==> src/rtl/rf_dump_pkg.sv <==
// rf_dump_pkg: shared types and constants for the register-file dumper.
//   state_e       - sequencing FSM states
//   CNT_W         - width of the per-register byte counter
//   BYTES_PER_REG - bytes emitted for each 32-bit register
package rf_dump_pkg;

    typedef enum logic [2:0] {
        ST_IDLE,
        ST_SEL,
        ST_LOAD,
        ST_SEND,
        ST_DONE
    } state_e;

    localparam int CNT_W         = 2;
    localparam int BYTES_PER_REG = 4;

endpackage

==> src/rtl/rf_dump_ser.sv <==
// rf_dump_ser: 32-to-8 serializer with byte counter and valid/ready hold.
// Ports:
//   clk, rst_n   - clock, async active-low reset
//   load_i       - capture data_i and clear the byte counter
//   send_i       - FSM is in SEND; drives tx_valid_o
//   ready_i      - downstream ready
//   data_i       - 32-bit register word to serialize
//   tx_data_o    - current byte (MSB first)
//   tx_valid_o   - byte valid
//   accept_o     - byte accepted this cycle (valid & ready)
//   last_o       - current byte is the last of the word
module rf_dump_ser
    import rf_dump_pkg::*;
(
    input  logic        clk,
    input  logic        rst_n,
    input  logic        load_i,
    input  logic        send_i,
    input  logic        ready_i,
    input  logic [31:0] data_i,
    output logic [7:0]  tx_data_o,
    output logic        tx_valid_o,
    output logic        accept_o,
    output logic        last_o
);

    logic [31:0]      shift_q, shift_d;
    logic [CNT_W-1:0] cnt_q, cnt_d;

    assign tx_valid_o = send_i;
    assign tx_data_o  = shift_q[31:24];
    assign accept_o   = send_i && ready_i;
    assign last_o     = (cnt_q == CNT_W'(BYTES_PER_REG - 1));

    // On the last byte nothing shifts; the FSM leaves SEND and the next
    // LOAD overwrites the register anyway.
    always_comb begin
        shift_d = shift_q;
        cnt_d   = cnt_q;
        if (load_i) begin
            shift_d = data_i;
            cnt_d   = '0;
        end else if (accept_o && !last_o) begin
            shift_d = {shift_q[23:0], 8'h00};
            cnt_d   = cnt_q + CNT_W'(1);
        end
    end

    always_ff @(posedge clk or negedge rst_n) begin
        if (!rst_n) begin
            shift_q <= '0;
            cnt_q   <= '0;
        end else begin
            shift_q <= shift_d;
            cnt_q   <= cnt_d;
        end
    end

endmodule

==> src/rtl/rf_dump.sv <==
// rf_dump: streams registers FIRST..NREG-1 of a register file as bytes,
// MSB first, over a valid/ready byte interface.
// Ports:
//   clk, rst_n - clock, async active-low reset
//   start      - begin a dump (honoured in IDLE only)
//   reg_sel    - registered register-file read index
//   reg_data   - register-file read data (combinational from reg_sel)
//   tx_data    - output byte
//   tx_valid   - output byte valid
//   tx_ready   - downstream ready
//   busy       - dump in progress (any state but IDLE)
//   done       - one-cycle pulse after the last byte is accepted
//
// state | meaning
// IDLE  | waiting for start
// SEL   | reg_sel just updated, let reg_data settle
// LOAD  | capture reg_data into the serializer
// SEND  | emit 4 bytes of the captured word
// DONE  | single-cycle done pulse
module rf_dump
    import rf_dump_pkg::*;
#(
    parameter int NREG  = 32,
    parameter int FIRST = 0
) (
    input  logic        clk,
    input  logic        rst_n,
    input  logic        start,
    output logic [4:0]  reg_sel,
    input  logic [31:0] reg_data,
    output logic [7:0]  tx_data,
    output logic        tx_valid,
    input  logic        tx_ready,
    output logic        busy,
    output logic        done
);

    state_e     state_q, state_d;
    logic [4:0] reg_sel_q, reg_sel_d;
    logic       load;
    logic       accept;
    logic       last_byte;

    rf_dump_ser u_ser (
        .clk        (clk),
        .rst_n      (rst_n),
        .load_i     (load),
        .send_i     (state_q == ST_SEND),
        .ready_i    (tx_ready),
        .data_i     (reg_data),
        .tx_data_o  (tx_data),
        .tx_valid_o (tx_valid),
        .accept_o   (accept),
        .last_o     (last_byte)
    );

    always_comb begin
        state_d   = state_q;
        reg_sel_d = reg_sel_q;
        load      = 1'b0;
        unique case (state_q)
            ST_IDLE: begin
                if (start) begin
                    reg_sel_d = 5'(FIRST);
                    state_d   = ST_SEL;
                end
            end
            ST_SEL:  state_d = ST_LOAD;
            ST_LOAD: begin
                load    = 1'b1;
                state_d = ST_SEND;
            end
            ST_SEND: begin
                if (accept && last_byte) begin
                    if (reg_sel_q == 5'(NREG - 1)) begin
                        state_d = ST_DONE;
                    end else begin
                        reg_sel_d = reg_sel_q + 5'd1;
                        state_d   = ST_SEL;
                    end
                end
            end
            ST_DONE: state_d = ST_IDLE;
            default: state_d = ST_IDLE;
        endcase
    end

    always_ff @(posedge clk or negedge rst_n) begin
        if (!rst_n) begin
            state_q   <= ST_IDLE;
            reg_sel_q <= '0;
        end else begin
            state_q   <= state_d;
            reg_sel_q <= reg_sel_d;
        end
    end

    assign reg_sel = reg_sel_q;
    assign busy    = (state_q != ST_IDLE);
    assign done    = (state_q == ST_DONE);

endmodule
==> config.mk <==
export PLATFORM = sky130hd
export DESIGN_NAME = rf_dump
export DESIGN_NICKNAME = d
export VERILOG_FILES = /design/src/rtl/rf_dump_pkg.sv /design/src/rtl/rf_dump_ser.sv /design/src/rtl/rf_dump.sv
export SDC_FILE = /design/constraint.sdc
export NUM_CORES = 1
export LEC_CHECK = 0
export ABC_AREA = 1
export BUFFER_PORTS_ARGS = -buffer_cell sky130_fd_sc_hd__buf_2
export CORE_MARGIN = 2
export CORE_UTILIZATION = 44
export DETAILED_ROUTE_END_ITERATION = 8
export GPL_ROUTABILITY_DRIVEN = 0
export PLACE_DENSITY_LB_ADDON = 0.3
export SYNTH_ARGS = -nofsm -noshare
export SYNTH_HDL_FRONTEND = slang
export SYNTH_SLANG_ARGS = --single-unit
==> constraint.sdc <==
create_clock -name clk -period 1.9 [get_ports clk]
set_input_delay 0.095 -clock clk [delete_from_list [all_inputs] [get_ports clk]]
set_output_delay 0.095 -clock clk [all_outputs]
set_load 0.01 [all_outputs]
==> results.sh <==
export IMPL_status="completed"
export IMPL_drc=0
export IMPL_rsz0062_at_grt="no"
export IMPL_cts_root_buffer="clkbuf_8"
export IMPL_arrival_ns=1.85
export IMPL_fin_util_pct=51.6
export IMPL_die_h_microns=72.9
export IMPL_cp_required_ns=2.13
export IMPL_p_clk_share_pct=14.5
export IMPL_path_clk_slew_ns=0.07
export IMPL_slew_headroom_pct=59.0
export IMPL_power_sequential_fraction_pct=40.0
export IMPL_irDropWorstVdd_mv=0.572
export IMPL_grt_max_degree=27
export IMPL_grt_use_total_pct=15.8
export IMPL_endpoint_kind="flop"
export IMPL_fin_crit_ns=1.62
export IMPL_pin_count=52
export IMPL_fin_cells=348
export IMPL_cts_resized=0
export IMPL_r2r_slack_ns=0.28
export IMPL_fin_crit_sh_pct=85.4
export IMPL_drt_initial_drc_count=65
export IMPL_cts_tree="built"
export IMPL_grt_overflow_total=0
export IMPL_totalWireLength_mm=3.97
export IMPL_antenna_found_initial=0
export IMPL_core_area_sq_um=4660
export IMPL_die_w_microns=72.9
export IMPL_leakage_nw=1.23
export IMPL_timing_rr_end="reg_sel[3]"
export IMPL_synth_seq_cells=42
export IMPL_start_util_pct=44.8
export IMPL_grt_pass1_vias=1528
export IMPL_r2r_start="reg_sel[0]"
export IMPL_powerDensity_nw_per_um2=1580
export IMPL_setup_worst_path_start="reg_sel[0]"
export IMPL_whs_path_depth=3
export IMPL_yosysWarnings=0
export IMPL_switchingPower_mw=1.56
export IMPL_nets=334
export IMPL_cts_buffer_depth=2
export IMPL_dp_cells=341
export IMPL_p_comb_share_pct=45.6
export IMPL_seq_area_frac_synth_pct=50.4
export IMPL_wl_per_cell_microns=11.4
export IMPL_syn_instance_count=249
export IMPL_maxCapViolCount=0
export IMPL_crit_type="flop to flop"
export IMPL_port_buffers=51
export IMPL_rows=25
export IMPL_rr_worst_depth=9
export IMPL_worstMarginPinSlew_ns=0.616
export IMPL_insertion_delay_ns=0.29
export IMPL_postCtsSetupRepairBufs=0
export IMPL_cts_htree_levels=2
export IMPL_finClkSkew_ns=0.00469
export IMPL_fin_setup_tns_ns=0
export IMPL_whs_ns=0.0113
export IMPL_cts_num_sinks=42
export IMPL_grt_pass1_wl_mm=6.49
export IMPL_dp_hpwl_mm=2.84
export IMPL_crit_fanout=6
export IMPL_ant_nets=0
export IMPL_antenna_cells=0
export IMPL_syn_area_sq_um=2090
export IMPL_syn2layout_area_growth_pct=15.2
export IMPL_cts_buffers=5
export IMPL_drive_above_1_share_pct=26.9
export IMPL_dieArea_sq_um=5310
export IMPL_vias=1682
export IMPL_min_delay_path_class="input port to flop"
export IMPL_max_freq_mhz=616
export IMPL_hold_end="u_ser.shift_q[0]"
export IMPL_ys_types=22
export IMPL_via_per_inst=4.83
export IMPL_finalHoldViolCount=0
export IMPL_holdCritStartpoint="reg_data[0]"
export IMPL_swShare_pct=41.0
export IMPL_fill_cells=479
export IMPL_syn_nets=288
export IMPL_intPower_mw=2.24
export IMPL_critPathLaunchType="flop"
export IMPL_synth_avg_cell_area_sq_um=8.38
export IMPL_dr_pass1_iters=4
export IMPL_finalMaxSlewViolations=0
export IMPL_setup_viol=0
## cells in the final DEF (no fill, tap or decap), drive strengths merged, types with 3 or more instances in the layout
cell    netlist  routed
a21oi        16      16
buf          16      56
clkbuf        2       6
dfrtp        42      42
ha            3       3
inv          18      18
nand2        60      60
nand3         5       5
nor2         38      38
o211ai        8       8
o21ai        23      23
o21bai        8       8
or2           8       8
## cell usage after synthesis, drive strengths merged
master  instances  area [sq um]
clkbuf          2          7.51
inv            18          67.6
nor3b           1          7.51
nand2          60           235
nand3           5          25.0
o211ai          8          60.1
a31oi           1          6.26
ha              3          37.5
dfrtp          42          1050
buf            16           129
nor2           38           155
o21bai          8          60.1
a21oi          16          80.1
or2             8          50.1
o21ai          23           115
## metrics by stage
stage          worst slack, ns  power [mW]  area [sq um]
4_1_cts                  0.292        3.85          2400
3_5_place_dp             0.309        3.28          2310
3_3_place_gp             0.384        3.22          2310
6_report                 0.277        3.79          2400
2_1_floorplan            0.452        3.01          2090
5_1_grt                  0.133        4.16          2400
## critical path, cell delays in order, from the launching register on
cell and delay, ns:
dfrtp_1 0.42, ha_1 0.22, nand2_1 0.08, nor2_1 0.05
ha_1 0.19, nand2_1 0.09, nand2_1 0.15, nor2_2 0.22
nand2_1 0.08, nand2_1 0.07
## power by group through the flow
stage                     clock [mW]  combinational, mW  sequential (mW)
after CTS                      0.575               1.75             1.52
final                          0.549               1.73             1.52
after global routing           0.603               1.99             1.57
after floorplan                    0               1.53             1.48
after detailed placement           0               1.75             1.53
after global placement             0               1.71             1.52
## layout make-up
| cell class | instances | area [sq um] | area share (%) |
|---|---|---|---|
| repair buffers | 57 | 303 | 12.6 |
| multi-input cells | 171 | 832 | 34.6 |
| inverters | 18 | 67.6 | 2.81 |
| well taps | 54 | 67.6 | 2.81 |
| flip-flops and latches | 42 | 1050 | 43.7 |
| clock buffers | 6 | 82.6 | 3.44 |
## logic make-up after synthesis
group | Yosys count | synth area share [%]
flops | 42 | 50.4
compound gates | 56 | 15.4
fa+ha+maj | 3 | 1.80
buf+inv | 36 | 9.77
simple gates | 112 | 22.7
## per-layer routing
layer / vias up / track usage [%] / wire, microns
met5: - / 0 / 0
met4: 0 / 7.41 / 64
met3: 5 / 3.18 / 150
met2: 37 / 25.9 / 1790
met1: 755 / 20.1 / 1970
li1: 885 / - / -
## state kept, by name (all words and copies together) (netlist names)
| name | count |
|---|---|
| u_ser.shift_q | 32 |
| reg_sel | 5 |
| state_q | 3 |
| u_ser.cnt_q | 2 |
## worst max-delay path by stage
stage,slack [ns],cells after the start,endpoint
after global routing,0.13,8,reg_sel[0]
final,0.28,9,reg_sel[3]
after global placement,0.38,9,reg_sel[4]
after detailed placement,0.31,9,reg_sel[0]
after floorplan,0.45,9,reg_sel[0]
after CTS,0.29,9,reg_sel[0]
## timing repair
item | 4_1_cts | 5_1_grt
hold endpoints to repair | 24 | 0
endpoints found under the setup margin | 0 | 0
hold buffers | 1 | 0
(Power assumes the default switching activity.)
